**src/rtl/ej32_mem_arb.sv**
```systemverilog
`default_nettype none
// +----------------------------------------------------------------------------+
// | Module   : ej32_mem_arb                                                     |
// | Brief    : Round-robin multi-channel arbiter and 1/2/4-byte to byte-wide    |
// |            big-endian width adapter for the mb8_io SRAM port.               |
// | Option   : EJ32_ARB_SEXT_EN - sign-extend byte/half reads into rdata_o.     |
// | Revision : 1.0 - initial release                                            |
// +----------------------------------------------------------------------------+
module ej32_mem_arb #(
    parameter int NCH = 2,
    parameter int AW  = 17
) (
    input  logic                clk,
    input  logic                rst,
    input  logic [NCH-1:0]      req_i,
    input  logic [NCH-1:0]      we_i,
    input  logic [2*NCH-1:0]    sz_i,
    input  logic [NCH*AW-1:0]   addr_i,
    input  logic [32*NCH-1:0]   wdata_i,
    output logic [NCH-1:0]      ack_o,
    output logic [31:0]         rdata_o,
    output logic                busy_o,
    output logic [AW-1:0]       m_addr_o,
    output logic                m_we_o,
    output logic [7:0]          m_wdata_o,
    input  logic [7:0]          m_rdata_i
);

    localparam int c_cw = (NCH > 1) ? $clog2(NCH) : 1;
`ifdef EJ32_ARB_SEXT_EN
    localparam logic c_sext = 1'b1;
`else
    localparam logic c_sext = 1'b0;
`endif

    typedef enum logic [1:0] {
        ST_IDLE = 2'd0,
        ST_XFER = 2'd1,
        ST_DONE = 2'd2
    } state_t;

    state_t            r_state;
    state_t            w_state_nxt;
    logic [c_cw-1:0]   r_rr;
    logic [c_cw-1:0]   r_g;
    logic              r_we;
    logic [1:0]        r_nm1;      // byte count minus one: 0, 1 or 3
    logic [1:0]        r_k;
    logic [AW-1:0]     r_base;
    logic [31:0]       r_wdata;
    logic [31:0]       r_rd;

    logic              w_any;
    logic [c_cw-1:0]   w_gnt;
    logic [c_cw-1:0]   w_cand;
    int                w_idx;
    logic [1:0]        w_gsz;
    logic [1:0]        w_gnm1;
    logic [c_cw-1:0]   w_rr_nxt;
    logic              w_xfer;
    logic              w_last;
    logic [1:0]        w_bidx;

    // Round-robin search: first requester at or after r_rr wins.
    always_comb begin
        w_any  = 1'b0;
        w_gnt  = r_rr;
        w_cand = r_rr;
        w_idx  = 0;
        for (int i = 0; i < NCH; i++) begin
            w_idx = int'(r_rr) + i;
            if (w_idx >= NCH) begin
                w_idx = w_idx - NCH;
            end
            w_cand = c_cw'(w_idx);
            if (!w_any && req_i[w_cand]) begin
                w_any = 1'b1;
                w_gnt = w_cand;
            end
        end
    end

    assign w_gsz    = sz_i[int'(w_gnt)*2 +: 2];
    assign w_gnm1   = (w_gsz == 2'd0) ? 2'd0 : (w_gsz == 2'd1) ? 2'd1 : 2'd3;
    assign w_rr_nxt = (int'(w_gnt) == NCH - 1) ? '0 : w_gnt + c_cw'(1);
    assign w_xfer   = (r_state == ST_XFER);
    assign w_last   = (r_k == r_nm1);
    assign w_bidx   = r_nm1 - r_k;

    always_comb begin
        w_state_nxt = r_state;
        case (r_state)
            ST_IDLE: if (w_any) w_state_nxt = ST_XFER;
            ST_XFER: if (w_last) w_state_nxt = ST_DONE;
            ST_DONE: w_state_nxt = ST_IDLE;
            default: w_state_nxt = ST_IDLE;
        endcase
    end

    always_ff @(posedge clk or negedge rst) begin
        if (!rst) begin
            r_state <= ST_IDLE;
            r_rr    <= '0;
            r_g     <= '0;
            r_we    <= 1'b0;
            r_nm1   <= 2'd0;
            r_k     <= 2'd0;
            r_base  <= '0;
            r_wdata <= 32'd0;
            r_rd    <= 32'd0;
        end else begin
            r_state <= w_state_nxt;
            case (r_state)
                ST_IDLE: begin
                    if (w_any) begin
                        r_g     <= w_gnt;
                        r_we    <= we_i[w_gnt];
                        r_nm1   <= w_gnm1;
                        r_k     <= 2'd0;
                        r_base  <= addr_i[int'(w_gnt)*AW +: AW];
                        r_wdata <= wdata_i[int'(w_gnt)*32 +: 32];
                        r_rd    <= 32'd0;
                        r_rr    <= w_rr_nxt;
                    end
                end
                ST_XFER: begin
                    // Memory returns the byte within the cycle (falling-edge sampled).
                    r_rd <= {r_rd[23:0], m_rdata_i};
                    if (!w_last) begin
                        r_k <= r_k + 2'd1;
                    end
                end
                default: ;
            endcase
        end
    end

    assign busy_o    = (r_state != ST_IDLE);
    assign m_we_o    = w_xfer & r_we;
    assign m_addr_o  = w_xfer ? (r_base + AW'(r_k)) : '0;
    assign m_wdata_o = (w_xfer && r_we) ? r_wdata[{w_bidx, 3'b000} +: 8] : 8'd0;

    always_comb begin
        ack_o = '0;
        if (r_state == ST_DONE) begin
            ack_o[r_g] = 1'b1;
        end
    end

    always_comb begin
        rdata_o = 32'd0;
        if (r_state == ST_DONE && !r_we) begin
            case (r_nm1)
                2'd0:    rdata_o = {{24{c_sext & r_rd[7]}},  r_rd[7:0]};
                2'd1:    rdata_o = {{16{c_sext & r_rd[15]}}, r_rd[15:0]};
                default: rdata_o = r_rd;
            endcase
        end
    end

endmodule
`default_nettype wire

```
**config.mk**
```make
export PLATFORM = sky130hd
export DESIGN_NAME = ej32_mem_arb
export DESIGN_NICKNAME = d
export VERILOG_FILES = /design/src/rtl/ej32_mem_arb.sv
export SDC_FILE = /design/constraint.sdc
export NUM_CORES = 1
export LEC_CHECK = 0
export CORE_ASPECT_RATIO = 1.2
export CORE_MARGIN = 5
export CORE_UTILIZATION = 25
export CTS_BUF_LIST = sky130_fd_sc_hd__clkbuf_16
export DETAILED_ROUTE_END_ITERATION = 7
export PLACE_DENSITY = 0.56
export SLEW_MARGIN = 30
export SYNTH_ARGS = -nofsm -noshare
export SYNTH_HDL_FRONTEND = slang
export SYNTH_SLANG_ARGS = --single-unit
```
**constraint.sdc**
```tcl
create_clock -name clk -period 3 [get_ports clk]
set_clock_uncertainty 0.15 [all_clocks]
set_input_delay 0.75 -clock clk [delete_from_list [all_inputs] [get_ports clk]]
set_output_delay 0.75 -clock clk [all_outputs]
set_load 0.05 [all_outputs]
```
==> flow_metrics.tcl <==
set metrics [dict create \
    setup_slack_ps -64.2 \
    fp.dieH_um 163 \
    yosys.area.top_type "dfrtp_1" \
    cts_hold_buf 0 \
    ys_ff_latch 90 \
    core_area_mm2 0.0193 \
    drt-wirelength-per-cell_um 16.0 \
    drt_iter0_markers 201 \
    via_per_inst 4.43 \
    cts_buffers 9 \
    synth_cell_types 41 \
    cap_viol_max_count 0 \
    slowest_delay_ps 430 \
    nFillCells 1940 \
    fmax_mhz 326 \
    synthFlopType "dfrtp_1" \
    postSynthCellCount 534 \
    min_period_ps 3060 \
    die_area_mm2 0.0224 \
    clk_latency_ps 340 \
    p_leak_nw 3.52 \
    fin_crit_sh 1.02 \
    area_growth_pct 68.6 \
    status "finished, violations left" \
    clk_path_buf_depth 2 \
    hold_viol_final 0 \
    cts_sinks 90 \
    synth_commonest_cells "nand2_1, dfrtp_1, o21ai_0" \
    vdd_ir_drop_max_v 0.000432 \
    maxSlewViolCount 0 \
    via_count 4325 \
    crit_type "reg -> out" \
    power_density_mw_per_mm2 1030 \
    multi_input_area_mm2 0.00271 \
    grt_pass1_wl_mm 24.4 \
    dp.cells 954 \
    critPathArrivalTime_ps 2160 \
    path_cells "ha_4, a21oi_2, buf_6, nor4b_4, a31oi_1, a41o_1, buf_12" \
    hold_class "in -> async" \
    synth_nets 654 \
    cts_tree "done" \
    antenna_found_initial 0 \
    gp_congestion 0.794 \
    critPathMaxFanout 5 \
    setup_viol 10 \
    antenna_cells 0 \
    die_w_um 137 \
    row_count 56 \
    grt_pass1_vias 4503 \
    critPathLaunchType "register" \
    fin_util 0.424 \
    violations "negative setup slack" \
    synth_top_area_share 0.463 \
    port-buffer-count 176 \
    r2r_setup_slack_ps 1220 \
    htree_levels 3 \
    synth.most_common_cell "nand2_1" \
    drcViolationCount 0 \
    cpLargestDelayFamily "flip-flops" \
    synthTopCellsByArea "dfrtp_1, mux2i_1, nand2_1, o21ai_0, and2_1" \
    synth_warnings 0 \
    crit_required_ps 2100 \
    drtAntennaViolNets 0 \
    cp.buffers_inverters 2 \
    first_pass_iters 4 \
    final_cells 977 \
    async_flop_share 1.00 \
    grt.overflow.total 0 \
    maxSlewHeadroom 0.577 \
    synth_edf_count 0 \
    ios 177 \
    cp_slowest_cell "dfrtp_1" \
    synth-seq-area-share 0.463 \
    crit_path_end_kind "output pin" \
    max_slew.worst_pin.slew_ps 634 \
    layout.nets 833 \
    register_area_mm2 0.00225 \
    fin_tns_setup_ps -321 \
    hpwl_mm 11.9 \
    initial_core_util 0.252 \
    layout-drive-gt1-share 0.205 \
    root_buffer "clkbuf_16" \
    track_usage 0.142 \
    wl_mm 15.6 \
    synth.avg_cell_area_um2 9.11 \
    whs_ps 276 \
    syn_area_mm2 0.00486 \
    grt_max_degree 49 \
    path_clk_slew_ps 60 \
    rsz0062_at_grt "yes" \
]
## registers in the layout, indices dropped and copies added, names as in the netlist
| register | flops |
|---|---|
| r_rd | 32 |
| r_wdata | 32 |
| r_k | 2 |
| r_g | 1 |
| r_state | 2 |
| r_rr | 1 |
| r_base | 17 |
| r_nm1 | 2 |
| r_we | 1 |
## worst register-to-register path: cells and delay by family (launching register included)
family | cells | cell delay, ps
flops | 1 | 400
simple gates | 3 | 760
compound gates | 1 | 80
buf+inv | 1 | 260
## per-layer routing
| metal | routed length, um | GRT usage | vias up |
|---|---|---|---|
| met5 | 0 | 0 | - |
| met4 | 249 | 0.0481 | 0 |
| met3 | 1240 | 0.0433 | 18 |
| met2 | 7800 | 0.243 | 145 |
| met1 | 6360 | 0.170 | 1970 |
| li1 | - | - | 2192 |
## stage by stage
| step | total power [mW] | instance area (um2) | worst slack (ps) |
|---|---|---|---|
| 6_report | 8.42 | 8200 | -64.2 |
| 5_1_grt | 8.98 | 8200 | -147 |
| 4_1_cts | 8.24 | 8040 | -75.3 |
| 3_5_place_dp | 6.62 | 7560 | 132 |
| 3_3_place_gp | 6.56 | 7560 | 167 |
| 2_1_floorplan | 4.78 | 4870 | -202 |
## layout by cell type, fill, tap and decap left out, types with 3 or more instances in the layout
cell / instances
xnor2_1: 5
nand3_1: 3
o21ai_0: 84
buf_6: 3
dfrtp_1: 90
buf_12: 61
mux2i_1: 53
nand2_1: 125
and2_1: 20
mux2i_2: 7
ha_4: 3
mux2i_4: 8
clkbuf_16: 10
o22ai_2: 8
o21a_1: 3
xor2_1: 3
nor3_1: 4
and3_1: 16
clkdlybuf4s50_1: 117
o21ai_1: 3
nor2_2: 3
a21oi_1: 5
buf_4: 22
inv_1: 4
nand4_1: 3
nor2_1: 16
## where the power goes
group / total [mW] / internal (mW) / switching [mW]
combinational: 5.00 / 2.34 / 2.65
sequential: 2.31 / 1.78 / 0.538
clock: 1.10 / 0.635 / 0.468
## repair_timing
item	4_1_cts	5_1_grt
cloned	1	0
setup endpoints to repair	17	21
resized for setup	24	29
setup buffers	7	2
pin swaps	15	9
## cell families (layout without fill, tap and decap cells)
| logic type | after synthesis | in the layout | share of synthesized area |
|---|---|---|---|
| muxes | 68 | 68 | 0.140 |
| xor gates and xnor gates | 12 | 12 | 0.0270 |
| AOI/OAI and AO/OA | 112 | 112 | 0.123 |
| adders and majority gates | 4 | 4 | 0.0118 |
| and+or+nand+nor | 208 | 208 | 0.197 |
| DFF | 90 | 90 | 0.463 |
| buffers and inverters | 40 | 222 | 0.0388 |
## worst paths after layout
path | depth (start not counted) | endpoint | startpoint
hold / removal | 1 | r_rd[5] | rst
min in group clk | 2 | r_wdata[14] | r_wdata[14]
max in group asynchronous | 2 | r_base[6] | rst
setup / recovery | 7 | m_addr_o[13] | r_k[1]
hold reg to reg | 2 | r_wdata[14] | r_wdata[14]
setup reg to reg | 5 | r_base[9] | r_state[0]
## area by class of cell
cell class,count,area share
clock inverters,5,0.00702
flip-flops and latches,90,0.275
inverters,4,0.00183
well taps,261,0.0398
clock buffers,9,0.0275
multi-input cells,404,0.330
repair buffers,204,0.319
Power figures use the tool's default switching activity.
